==> src/rtl/rtc_read_sequencer.sv <==
// rtc_read_sequencer
// Reads a block of consecutive RTC registers over the multiplexed
// address/data bus. For each register it runs four equal-length phases:
// an address write, a bus-idle gap, a data read and a second gap. The
// captured byte is presented with a one-cycle valid strobe.
// All bus outputs are registered and change together with the state.
module rtc_read_sequencer #(
  parameter int         NUM_REGS  = 6,
  parameter logic [7:0] BASE_ADDR = 8'h21,
  parameter int         PHASE_CYC = 4
) (
  input  logic       clk,
  input  logic       rst,
  input  logic       start,
  input  logic       init_done,
  output logic       cs_n,
  output logic       rd_n,
  output logic       wr_n,
  output logic       ad_n,
  output logic       ad_oe,
  output logic [7:0] ad_out,
  input  logic [7:0] ad_in,
  output logic [7:0] data_out,
  output logic [2:0] reg_index,
  output logic       data_valid,
  output logic       busy,
  output logic       done
);

  typedef enum logic [2:0] {
    S_IDLE,
    S_ADDR,
    S_GAP1,
    S_DATA,
    S_GAP2,
    S_DONE
  } state_t;

  localparam logic [3:0] PHASE_LAST = 4'(PHASE_CYC - 1);
  localparam logic [2:0] INDEX_LAST = 3'(NUM_REGS - 1);

  state_t     r_state;
  logic [3:0] r_phase;
  logic [2:0] r_index;

  logic       r_cs_n;
  logic       r_rd_n;
  logic       r_wr_n;
  logic       r_ad_n;
  logic       r_ad_oe;
  logic [7:0] r_ad_out;
  logic [7:0] r_data_out;
  logic [2:0] r_reg_index;
  logic       r_data_valid;
  logic       r_busy;
  logic       r_done;

  logic       w_phase_end;
  logic [2:0] w_index_inc;
  logic [7:0] w_next_addr;

  assign w_phase_end = (r_phase == PHASE_LAST);
  assign w_index_inc = r_index + 3'd1;
  // Address of the next register; the 8-bit add wraps past 8'hFF.
  assign w_next_addr = BASE_ADDR + {5'd0, w_index_inc};

  // Sequencer FSM: state, phase/index counters and all registered outputs.
  always_ff @(posedge clk) begin
    if (rst) begin
      r_state      <= S_IDLE;
      r_phase      <= 4'd0;
      r_index      <= 3'd0;
      r_cs_n       <= 1'b1;
      r_rd_n       <= 1'b1;
      r_wr_n       <= 1'b1;
      r_ad_n       <= 1'b1;
      r_ad_oe      <= 1'b0;
      r_ad_out     <= 8'd0;
      r_data_out   <= 8'd0;
      r_reg_index  <= 3'd0;
      r_data_valid <= 1'b0;
      r_busy       <= 1'b0;
      r_done       <= 1'b0;
    end else begin
      // Strobes default low; only set on the edge that starts their cycle.
      r_data_valid <= 1'b0;
      r_done       <= 1'b0;
      case (r_state)
        S_IDLE: begin
          r_phase <= 4'd0;
          if (start && init_done) begin
            r_state  <= S_ADDR;
            r_index  <= 3'd0;
            r_busy   <= 1'b1;
            r_cs_n   <= 1'b0;
            r_wr_n   <= 1'b0;
            r_ad_n   <= 1'b0;
            r_ad_oe  <= 1'b1;
            r_ad_out <= BASE_ADDR;
          end
        end
        S_ADDR: begin
          if (w_phase_end) begin
            r_state <= S_GAP1;
            r_phase <= 4'd0;
            r_cs_n  <= 1'b1;
            r_wr_n  <= 1'b1;
            r_rd_n  <= 1'b1;
            r_ad_n  <= 1'b1;
            r_ad_oe <= 1'b0;
          end else begin
            r_phase <= r_phase + 4'd1;
          end
        end
        S_GAP1: begin
          if (w_phase_end) begin
            r_state <= S_DATA;
            r_phase <= 4'd0;
            r_cs_n  <= 1'b0;
            r_rd_n  <= 1'b0;
            r_ad_n  <= 1'b1;
          end else begin
            r_phase <= r_phase + 4'd1;
          end
        end
        S_DATA: begin
          if (w_phase_end) begin
            r_state      <= S_GAP2;
            r_phase      <= 4'd0;
            r_cs_n       <= 1'b1;
            r_rd_n       <= 1'b1;
            r_data_out   <= ad_in;
            r_reg_index  <= r_index;
            r_data_valid <= 1'b1;
          end else begin
            r_phase <= r_phase + 4'd1;
          end
        end
        S_GAP2: begin
          if (w_phase_end) begin
            r_phase <= 4'd0;
            if (r_index == INDEX_LAST) begin
              r_state <= S_DONE;
              r_busy  <= 1'b0;
              r_done  <= 1'b1;
            end else begin
              r_state  <= S_ADDR;
              r_index  <= w_index_inc;
              r_cs_n   <= 1'b0;
              r_wr_n   <= 1'b0;
              r_ad_n   <= 1'b0;
              r_ad_oe  <= 1'b1;
              r_ad_out <= w_next_addr;
            end
          end else begin
            r_phase <= r_phase + 4'd1;
          end
        end
        S_DONE: begin
          // A start seen here is dropped, not queued.
          r_state <= S_IDLE;
          r_phase <= 4'd0;
        end
        default: begin
          r_state <= S_IDLE;
          r_phase <= 4'd0;
        end
      endcase
    end
  end

  assign cs_n       = r_cs_n;
  assign rd_n       = r_rd_n;
  assign wr_n       = r_wr_n;
  assign ad_n       = r_ad_n;
  assign ad_oe      = r_ad_oe;
  assign ad_out     = r_ad_out;
  assign data_out   = r_data_out;
  assign reg_index  = r_reg_index;
  assign data_valid = r_data_valid;
  assign busy       = r_busy;
  assign done       = r_done;

endmodule

==> config.mk <==
export PLATFORM = sky130hd
export DESIGN_NAME = rtc_read_sequencer
export DESIGN_NICKNAME = d
export VERILOG_FILES = /design/src/rtl/rtc_read_sequencer.sv
export SDC_FILE = /design/constraint.sdc
export NUM_CORES = 1
export LEC_CHECK = 0
export ABC_CLOCK_PERIOD_IN_PS = 3200
export BUFFER_PORTS_ARGS = -buffer_cell sky130_fd_sc_hd__buf_2
export CELL_PAD_IN_SITES_DETAIL_PLACEMENT = 2
export CELL_PAD_IN_SITES_GLOBAL_PLACEMENT = 2
export CORE_UTILIZATION = 35
export CTS_BUF_LIST = sky130_fd_sc_hd__clkbuf_2
export CTS_CLUSTER_SIZE = 28
export DETAILED_ROUTE_END_ITERATION = 6
export PLACE_DENSITY = 0.94
export RECOVER_POWER = 50
export SLEW_MARGIN = 5
export SYNTH_ARGS = -nofsm -noshare
export SYNTH_HDL_FRONTEND = slang
export SYNTH_SLANG_ARGS = --single-unit
==> constraint.sdc <==
create_clock -name clk -period 3.2 [get_ports clk]
set_input_delay 0.64 -clock clk [delete_from_list [all_inputs] [get_ports clk]]
set_output_delay 0.64 -clock clk [all_outputs]
set_load 0.02 [all_outputs]
==> results list <==
* Post-synthesis average cell area: 9.552 sq um
- In this run the remaining antenna-violating nets after routing total 0.
- Number of cell rows: 23
* Combined global-route utilization of all metal layers: 17.15%
* Maximum clock path buffer count: 2
- Final critical-path share of the clock period: 74.47%
* Number of warning messages in the yosys log: 0
* Global-route congestion overflow total: 0
- Number of design rule violations left after detail routing: 0
- Nature of the critical path startpoint: flip-flop
* Fraction of power spent switching nets: 22.23%
- In the final routed layout, each cell accounts on average for 14.92 um.
- Power density cells: 504.7 nW/um^2
- Wire length of the first global-routing pass: 5685 um
* Die extent in y: 66.62 um
* Core box area: 4000 sq um
- Combinational cells account for 6.3% of the total power.
- Number of buffers inserted to repair setup after CTS: 0
- Across the routed clock network, the largest skew measured is 0.01344 ns.
- TritonCTS built the clock tree.
* Port bufs: 35
- Maximum resistive drop on vdd: 0.0001978 V
* Area enclosed by the die boundary: 4438 sq um
- Width of the chip: 66.62 um
* Maximum fanout encountered on the critical timing path: 9
- The detailed router finished its first iteration with 24 violations.
- Share of post-route cells with drive strength above 1: 13.98%
- The via count of the first global-routing pass was 1239.
* Setup crit end kind: flip-flop
- The count of final max-slew check failures is 0.
- Fraction of power consumed by the clock network: 41.9%
- Power after layout: 846.2 uW
* Clock-pin slew of the registers on the worst-case setup and hold paths: 0.18 ns
- For the pin with the worst max-slew slack, the measured transition is 1.043 ns.
- Instance area at placement: 1623 sq um
* FILL cells: 462
- Worst endpoint required time: 3.53 ns
- Setup Total Neg Slack: 0 ns
- The repair_antennas step left the layout with diodes totalling 0.
- Routability-driven placement finished with a final weighted congestion of 0.7284.
* Final Util: 41.91%
- The tightest hold path in the finished design has a slack of 0.4659 ns.
* Post-route cell area: 1677 sq um
- Post-synthesis cell area: 1461 sq um
- At the end of the flow, the number of nets in the layout was 201.
* Arrival time at the worst endpoint: 2.71 ns
* Share of the yosys chip area belonging to registers: 46.58%
* Maximum operating frequency: 419.7 MHz
- Worst relative slew slack: 30.33%
- Via Count: 1189
- At the later pin of the worst-skew pair, clock insertion delay measures 0.36 ns.
- Maximum number of pins on one net before global-route repair: 24
- The first detailed-routing pass ran for 3 iterations.
- Final critical path time including I/O delays and setup: 2.383 ns
- Summed over all nets, the switching power comes to 188.2 uW.
- Max-Cap Viols: 0
- I/O pin count: 39
- Area delta synth->final: 14.73%
- Number of buffers created by CTS: 5
- Starting utilization of the core area: 36.53%
* Number of distinct library cells after synthesis: 40
- Worst hold path type: reg2reg
- The number of hold buffers added after CTS was 0.
- Number of storage elements in the synthesis netlist: 34
* Flop pwr share: 51.9%
* Leakage power: 0.0006525 uW
- After technology mapping, the gate count stands at 153.
- Initial antenna violation count: 0
- Top flip-flop cell by instance count after synthesis: sky130_fd_sc_hd__dfxtp_1
* Unrepaired setup endpoints after global routing: false
- Number of enable-type register cells in the synthesized netlist: 0
* Post-CTS resize count: 0
- Final-report hold violation count: 0
- The tree is rooted in a sky130_fd_sc_hd__clkbuf_2.
- Summed over all nets, the half-perimeter wirelength after detailed placement is 2606 um.
* Setup-failing EPs final: 0
- Critical Setup Path Class: reg2reg
* Final wirelength: 3521 um
- Detailed-route vias per instance: 5.038
- The clock net in this run drives a total of 34 sinks.
- Counting flops with an async set or reset pin after synthesis yields a share of 0%.
- Max H-tree Level: 2
- The run finished with clean final reports.
- The internal portion of the total power is 658.1 uW.
## through the flow
| stage | cells | worst slack (ns) |
|---|---|---|
| 2_1_floorplan | 155 | 1.622 |
| 5_1_grt | 236 | 0.5307 |
| 3_3_place_gp | 228 | 1.250 |
| 4_1_cts | 236 | 1.049 |
| 6_report | 236 | 0.8171 |
| 3_5_place_dp | 228 | 1.108 |
## power groups by stage
stage	clock network (uW)	logic (uW)	registers, uW
floorplan	0	31.9	452
global placement	0	52.9	447
detailed placement	0	55.5	447
CTS	365	56.0	439
global route	378	58.7	440
finish	354	53.3	439
## area by class of cell
class / count / area, sq um / area share [%]
multi-input combinational: 105 / 684.4 / 40.82
sequential: 34 / 680.7 / 40.60
timing repair buffer: 35 / 145.1 / 8.657
clock inverter: 3 / 63.81 / 3.806
tap: 50 / 62.56 / 3.731
clock buffer: 5 / 25.02 / 1.493
inverter: 4 / 15.01 / 0.8955
## flip-flops by register name, summed over array words and instances (netlist names), 3 cells and up
name       count
reg_index      3
data_out       8
r_index        3
r_state        3
ad_out         5
r_phase        4
## worst max-delay path, cell delays in order, from the launching register on
cell	delay, ns
sky130_fd_sc_hd__dfxtp_1	0.40
sky130_fd_sc_hd__ha_1	0.23
sky130_fd_sc_hd__nor3b_1	0.86
sky130_fd_sc_hd__nand3_2	0.29
sky130_fd_sc_hd__nand2_1	0.33
sky130_fd_sc_hd__o221a_2	0.24
## kinds of logic after synthesis
| family | after synthesis | synth area share (%) |
|---|---|---|
| mux | 11 | 7.535 |
| buf+inv | 16 | 6.763 |
| simple gates | 55 | 19.78 |
| compound gates | 24 | 10.87 |
| other cells | 1 | 0.2566 |
| fa+ha+maj | 4 | 3.425 |
| flops | 34 | 46.58 |
| xor+xnor | 8 | 4.795 |
## worst paths after layout
check / from / to / slack (ns) / cells past startpoint
max: r_phase[0] / ad_out[0] / 0.82 / 5
min: rd_n / rd_n / 0.47 / 2
max reg2reg: r_phase[0] / ad_out[0] / 0.82 / 5
min reg2reg: rd_n / rd_n / 0.47 / 2
## per-layer routing
layer | global-route usage, % | part of all wire [%]
met4 | 6.649 | 1.6
met3 | 3.596 | 3.8
met1 | 20.35 | 45
met2 | 29.80 | 50
met5 | 0 | 0
## cell usage after synthesis (all sizes together) (2+ instances only)
| cell | number | area [sq um] |
|---|---|---|
| inv | 4 | 15.01 |
| dfxtp | 34 | 680.7 |
| nor3 | 3 | 15.01 |
| mux2i | 11 | 110.1 |
| and2 | 3 | 21.27 |
| nand4 | 3 | 18.77 |
| xor2 | 5 | 43.79 |
| o22ai | 3 | 18.77 |
| o21ai | 5 | 25.02 |
| xnor2 | 3 | 26.28 |
| nor2 | 22 | 82.58 |
| buf | 8 | 68.81 |
| a31o | 2 | 17.52 |
| ha | 4 | 50.05 |
| nand3 | 3 | 20.02 |
| and3 | 2 | 12.51 |
| nand2 | 11 | 41.29 |
| clkbuf | 4 | 15.01 |
| a21oi | 7 | 35.03 |
## placed cells by master, fill, tap and decap left out, types with 2 or more instances in the layout
master,count
sky130_fd_sc_hd__nand2_1,11
sky130_fd_sc_hd__buf_2,11
sky130_fd_sc_hd__dfxtp_1,34
sky130_fd_sc_hd__nor2_1,22
sky130_fd_sc_hd__and3_1,2
sky130_fd_sc_hd__xor2_1,5
sky130_fd_sc_hd__nor3_1,3
sky130_fd_sc_hd__conb_1,3
sky130_fd_sc_hd__ha_1,4
sky130_fd_sc_hd__mux2i_1,11
sky130_fd_sc_hd__bufinv_16,2
sky130_fd_sc_hd__o22ai_1,3
sky130_fd_sc_hd__xnor2_1,3
sky130_fd_sc_hd__nand3_1,2
sky130_fd_sc_hd__clkbuf_1,24
sky130_fd_sc_hd__clkbuf_2,5
sky130_fd_sc_hd__and2_1,2
sky130_fd_sc_hd__nand4_1,3
sky130_fd_sc_hd__o21ai_0,5
sky130_fd_sc_hd__inv_1,4
sky130_fd_sc_hd__a31o_2,2
sky130_fd_sc_hd__a21oi_1,7
(Power assumes the default switching activity.)
